--- src/rtl/viterbi_decoder_p.sv ---
// Viterbi decoder: serial forward recursion over destination states,
// traceback into a path memory, then in-order emission of the path.
module viterbi_decoder_p #(
    parameter int S = 4,
    parameter int K = 4,
    parameter int L = 16,
    parameter int W = 16,
    localparam int SW = $clog2(S),
    localparam int KW = $clog2(K),
    localparam int LW = $clog2(L + 1)
) (
    input  logic                  clk,
    input  logic                  rst_n,
    input  logic                  start,
    input  logic [LW-1:0]         length,
    input  logic [KW-1:0]         obs,
    input  logic                  obs_valid,
    output logic                  obs_ready,
    input  logic [S*S*W-1:0]      logA,
    input  logic [S*W-1:0]        logC,
    input  logic [S*K*W-1:0]      logB,
    output logic [SW-1:0]         path_state,
    output logic [LW-1:0]         path_idx,
    output logic                  path_valid,
    input  logic                  path_ready,
    output logic                  path_last,
    output logic signed [W-1:0]   best_score,
    output logic                  busy,
    output logic                  done,
    output logic                  err
);

    localparam int TW = $clog2(L);
    localparam logic [LW-1:0] LMAX = LW'(L);
    localparam logic [SW-1:0] JMAX = SW'(S - 1);

    typedef enum logic [2:0] {IDLE, INIT, FWD, TRACE, EMIT} state_t;

    state_t state, state_nx;

    logic [LW-1:0] t, len_q, e;
    logic [SW-1:0] jc, cur;
    logic [KW-1:0] obs_q, obs_sel;
    logic          stepping, tfirst;

    logic signed [W-1:0] delta [S];
    logic signed [W-1:0] dnext [S];
    logic signed [W-1:0] cand [S];
    logic signed [W-1:0] init_val [S];
    logic signed [W-1:0] step_max, step_new, fin_max;
    logic [SW-1:0]       step_arg, fin_arg, psi_rd;

    logic [SW-1:0] psi [L][S];
    logic [SW-1:0] path [L];

    logic len_ok, step_fire, hs;

    function automatic logic signed [W-1:0] sat_add(
        input logic signed [W-1:0] a,
        input logic signed [W-1:0] b
    );
        logic signed [W:0] s;
        s = {a[W-1], a} + {b[W-1], b};
        if (s[W] != s[W-1])
            return s[W] ? {1'b1, {(W-1){1'b0}}} : {1'b0, {(W-1){1'b1}}};
        return s[W-1:0];
    endfunction

    assign len_ok     = (length != '0) && (length <= LMAX);
    assign busy       = (state != IDLE);
    assign obs_ready  = (state == INIT) || ((state == FWD) && !stepping);
    assign step_fire  = (state == FWD) && (stepping || obs_valid);
    assign path_valid = (state == EMIT);
    assign hs         = path_valid && path_ready;
    assign path_idx   = path_valid ? e : '0;
    assign path_state = path_valid ? path[e[TW-1:0]] : '0;
    assign path_last  = path_valid && (e == len_q - LW'(1));
    assign obs_sel    = stepping ? obs_q : obs;
    assign psi_rd     = psi[t[TW-1:0]][cur];

    // Candidate scores into destination jc, best predecessor and new delta.
    always_comb begin
        for (int i = 0; i < S; i++)
            cand[i] = sat_add(delta[i], logA[(i*S + int'(jc))*W +: W]);
        step_max = cand[0];
        step_arg = '0;
        for (int i = 1; i < S; i++) begin
            if (cand[i] > step_max) begin
                step_max = cand[i];
                step_arg = SW'(i);
            end
        end
        step_new = sat_add(step_max,
                           logB[(int'(jc)*K + int'(obs_sel))*W +: W]);
    end

    // First-observation deltas for all states in parallel.
    always_comb begin
        for (int j = 0; j < S; j++)
            init_val[j] = sat_add(logC[j*W +: W],
                                  logB[(j*K + int'(obs))*W +: W]);
    end

    // Final-state selection over delta, lowest index wins ties.
    always_comb begin
        fin_max = delta[0];
        fin_arg = '0;
        for (int i = 1; i < S; i++) begin
            if (delta[i] > fin_max) begin
                fin_max = delta[i];
                fin_arg = SW'(i);
            end
        end
    end

    // State register.
    always_ff @(posedge clk or negedge rst_n) begin
        if (!rst_n) state <= IDLE;
        else        state <= state_nx;
    end

    // Next-state logic.
    always_comb begin
        state_nx = state;
        unique case (state)
            IDLE:  if (start && len_ok) state_nx = INIT;
            INIT:  if (obs_valid)
                       state_nx = (len_q == LW'(1)) ? TRACE : FWD;
            FWD:   if (step_fire && (jc == JMAX) &&
                       (t == len_q - LW'(1)))
                       state_nx = TRACE;
            TRACE: if (tfirst ? (t == '0) : (t == LW'(1)))
                       state_nx = EMIT;
            EMIT:  if (hs && path_last) state_nx = IDLE;
            default: state_nx = IDLE;
        endcase
    end

    // Datapath registers: counters, delta buffers, score and pulses.
    always_ff @(posedge clk or negedge rst_n) begin
        if (!rst_n) begin
            t          <= '0;
            len_q      <= '0;
            e          <= '0;
            jc         <= '0;
            cur        <= '0;
            obs_q      <= '0;
            stepping   <= 1'b0;
            tfirst     <= 1'b0;
            best_score <= '0;
            err        <= 1'b0;
            done       <= 1'b0;
            for (int i = 0; i < S; i++) begin
                delta[i] <= '0;
                dnext[i] <= '0;
            end
        end else begin
            err  <= (state == IDLE) && start && !len_ok;
            done <= hs && path_last;
            unique case (state)
                IDLE: begin
                    if (start && len_ok) begin
                        len_q    <= length;
                        t        <= '0;
                        e        <= '0;
                        jc       <= '0;
                        stepping <= 1'b0;
                    end
                end
                INIT: begin
                    if (obs_valid) begin
                        for (int j = 0; j < S; j++)
                            delta[j] <= init_val[j];
                        t      <= (len_q == LW'(1)) ? '0 : LW'(1);
                        tfirst <= (len_q == LW'(1));
                    end
                end
                FWD: begin
                    if (step_fire) begin
                        dnext[jc] <= step_new;
                        if (!stepping) obs_q <= obs;
                        stepping <= 1'b1;
                        if (jc == JMAX) begin
                            for (int i = 0; i < S; i++)
                                delta[i] <= (i == S - 1) ? step_new
                                                         : dnext[i];
                            jc       <= '0;
                            stepping <= 1'b0;
                            if (t == len_q - LW'(1)) tfirst <= 1'b1;
                            else                     t <= t + LW'(1);
                        end else begin
                            jc <= jc + SW'(1);
                        end
                    end
                end
                TRACE: begin
                    if (tfirst) begin
                        cur        <= fin_arg;
                        best_score <= fin_max;
                        tfirst     <= 1'b0;
                    end else begin
                        cur <= psi_rd;
                        t   <= t - LW'(1);
                    end
                end
                EMIT: begin
                    if (hs) e <= e + LW'(1);
                end
                default: ;
            endcase
        end
    end

    // Survivor and path memories; contents are always written before use.
    always_ff @(posedge clk) begin
        if (step_fire)
            psi[t[TW-1:0]][jc] <= step_arg;
        if (state == TRACE) begin
            if (tfirst) path[t[TW-1:0]]         <= fin_arg;
            else        path[TW'(t - LW'(1))]   <= psi_rd;
        end
    end

endmodule

--- config.mk ---
export PLATFORM = sky130hd
export DESIGN_NAME = viterbi_decoder_p
export DESIGN_NICKNAME = d
export VERILOG_FILES = /design/src/rtl/viterbi_decoder_p.sv
export SDC_FILE = /design/constraint.sdc
export NUM_CORES = 2
export LEC_CHECK = 0
export BUFFER_PORTS_ARGS = -buffer_cell sky130_fd_sc_hd__buf_2
export CAP_MARGIN = 20
export CORE_MARGIN = 1.5
export CORE_UTILIZATION = 53
export DETAILED_ROUTE_END_ITERATION = 16
export PLACE_DENSITY = 0.8
export SYNTH_ARGS = -nofsm -noshare
export SYNTH_HDL_FRONTEND = slang
export SYNTH_SLANG_ARGS = --single-unit
--- constraint.sdc ---
create_clock -name clk -period 22.9 [get_ports clk]
set_input_delay 4.58 -clock clk [delete_from_list [all_inputs] [get_ports clk]]
set_output_delay 4.58 -clock clk [all_outputs]
set_load 0.005 [all_outputs]
==> impl_metrics.env <==
export IMPL_grt_pass1_vias=26100
export IMPL_synthArstFlopShare_pct=49.4
export IMPL_crit_path_top_delay_cell="or3_1"
export IMPL_die_h_um=240
export IMPL_cts_tree="yes"
export IMPL_status="finished, final reports clean"
export IMPL_dpl_hpwl_um=95600
export IMPL_layout_commonest_cell="buf_2"
export IMPL_post_drt_via_cell_ratio=6.64
export IMPL_io_pin_count=617
export IMPL_syn_num_nets=3752
export IMPL_cts_setup_buffers=0
export IMPL_fp_dieW_um=240
export IMPL_routedWlPerCell_um=27.8
export IMPL_first_iter_violations=3352
export IMPL_clock_skew_ps=15.8
export IMPL_clk_pin_slew_ps=60
export IMPL_cts_resized_gates=0
export IMPL_cp_end_kind="flop"
export IMPL_antenna_found_initial=36
export IMPL_clk_latency_ps=560
export IMPL_vias=27900
export IMPL_synthFlopType="edfxtp_1"
export IMPL_synth_edf_count=160
export IMPL_cts_hold_buf=0
export IMPL_worstHoldPathType="flop to flop"
export IMPL_yosys_area_top_type_share_pct=19.6
export IMPL_max_freq_mhz=55.0
export IMPL_design_core_area_um2=55400
export IMPL_dieArea_um2=57800
export IMPL_seq_area_frac_synth_pct=29.2
export IMPL_cp_max_fo=25
export IMPL_setup_violations=0
export IMPL_cts_max_level=1
export IMPL_maxCapViolCount=0
export IMPL_floorplan_initialDensity_pct=53.9
export IMPL_hold_viol_final=0
export IMPL_ys_seq_elements=316
export IMPL_fin_crit_ps=18180
export IMPL_routed_wl_um=117000
export IMPL_slew_violations=0
export IMPL_max_stage_delay_ps=730
export IMPL_worst_path_most_repeated_cell="ha_1"
export IMPL_syn_inst=2889
export IMPL_first_pass_iters=6
export IMPL_start_kind="input port"
export IMPL_cts_buffers=31
export IMPL_finalCritPeriodShare_pct=79.4
export IMPL_yosysUniqueCellTypes=99
export IMPL_ant_nets=0
export IMPL_grt_pass1_wl_um=166000
export IMPL_grt_max_degree=93
export IMPL_worstPathRequired_ps=23350
export IMPL_grt_use_total_pct=39.3
export IMPL_rsz0062_at_grt="no"
export IMPL_tightest_slew_ps=1120
export IMPL_final_cell_mix="614 x buf_2, 266 x ha_1, 260 x mux4_2"
export IMPL_critPathArrivalTime_ps=18630
export IMPL_worstPathBufferInverterCount=4
export IMPL_crit_type="input port to flop"
export IMPL_yosysWarnings=0
export IMPL_crit_family="compound AO/OA/AOI/OAI gates"
export IMPL_clockRootBuffer="clkbuf_16"
export IMPL_overflow=0
export IMPL_cts_sinks=316
export IMPL_drc=0
export IMPL_clock_path_buffers=3
export IMPL_synth_largest_area_cell="mux4_2"
export IMPL_routabilityCongestion=1.10
export IMPL_mappedNetlistArea_um2=29900
export IMPL_fin_nets=4265
export IMPL_layout_drive_gt1_share_pct=30.7
export IMPL_rows=86
export IMPL_syn_avg_cell_area_um2=10.3
export IMPL_syn_to_final_growth_pct=15.8
export IMPL_setup_tns_ps=0
export IMPL_max_slew_margin_rel_pct=25.1
export IMPL_io_buffer_count=616
export IMPL_synthTopCellsByArea="mux4_2 20%, edfxtp_1 16%, dfrtp_1 13%, ha_1 11%, o21ai_0 3.5%"
worst paths after layout:
| path | start | to | slack, ps | cells after the start |
|---|---|---|---|---|
| hold reg to reg | dnext[33]$_DFFE_PN0P_ | dnext[33]$_DFFE_PN0P_ | 480 | 2 |
| min in group asynchronous | rst_n | t[1]$_DFFE_PN0P_ | 4110 | 1 |
| hold / removal | dnext[33]$_DFFE_PN0P_ | dnext[33]$_DFFE_PN0P_ | 480 | 2 |
| setup / recovery | logA[49] | delta[14]$_DFFE_PN0P_ | 4720 | 52 |
| max in group asynchronous | rst_n | delta[15]$_DFFE_PN0P_ | 17380 | 2 |
| setup reg to reg | jc[0]$_DFFE_PN0P_ | delta[14]$_DFFE_PN0P_ | 7430 | 49 |
worst min-delay path: cells and delay by family, from the launching register on:
| kind | cells | cell delay (ps) |
|---|---|---|
| DFF | 1 | 340 |
| AOI/OAI and AO/OA | 1 | 60 |
| and+or+nand+nor | 1 | 50 |
metal layers:
| metal | share of wire [%] | global-route usage (%) | up-vias |
|---|---|---|---|
| li1 | - | - | 12300 |
| met1 | 36 | 49.4 | 13500 |
| met2 | 45 | 59.8 | 1750 |
| met3 | 11 | 9.12 | 364 |
| met4 | 8.1 | 27.8 | 12 |
| met5 | 0.056 | 0 | - |
cells by family (layout without fill, tap and decap cells):
| family | Yosys count | count (layout) | synth area share, % |
|---|---|---|---|
| mux | 307 | 307 | 21.3 |
| xor+xnor | 125 | 125 | 3.69 |
| buf+inv | 277 | 813 | 3.65 |
| flops | 316 | 316 | 29.2 |
| simple gates | 732 | 732 | 11.5 |
| fa+ha+maj | 283 | 283 | 12.0 |
| compound gates | 849 | 849 | 18.6 |
| other cells | 0 | 30 | 0 |
synthesized netlist by cell type (49+ instances only):
library cell / n
ha_1: 266
mux4_2: 260
nor2_1: 211
nand2_1: 209
o21ai_0: 207
a21oi_1: 176
edfxtp_1: 160
dfrtp_1: 156
inv_1: 110
clkbuf_1: 103
xnor2_1: 75
nor3_1: 66
a21o_1: 62
a31oi_1: 57
nand3_1: 51
a211oi_1: 50
xor2_1: 49
final cells by class:
cell class | count | area [µm²]
fill | 4526 | 20800
multi-input combinational | 2296 | 20100
sequential | 316 | 8710
timing repair buffer | 644 | 3300
tap | 748 | 936
clock buffer | 45 | 906
inverter | 113 | 424
clock inverter | 11 | 104
antenna | 30 | 75.1
sequential cells by signal (all words and copies together), names as in the netlist:
signal      cells
obs_q           2
err             1
tfirst          1
len_q           5
delta          64
t               5
stepping        1
dnext          48
done            1
cur             2
psi           128
state           3
e               5
path           32
best_score     16
jc              2
per-stage QoR:
step	area, µm²	hold slack (ps)	util (%)	setup WS [ps]	cells
2_1_floorplan	29900	442	-	6410	2889
3_3_place_gp	33500	456	60.4	4570	4113
3_5_place_dp	33500	464	60.4	4390	4113
4_1_cts	34500	478	62.3	4920	4169
5_1_grt	34600	502	62.4	3740	4197
6_report	34600	482	62.4	4720	4203
Power is left out: the tool's default activity adds up to more than one toggle a clock period on the data nets, which glitch-free logic cannot reach.
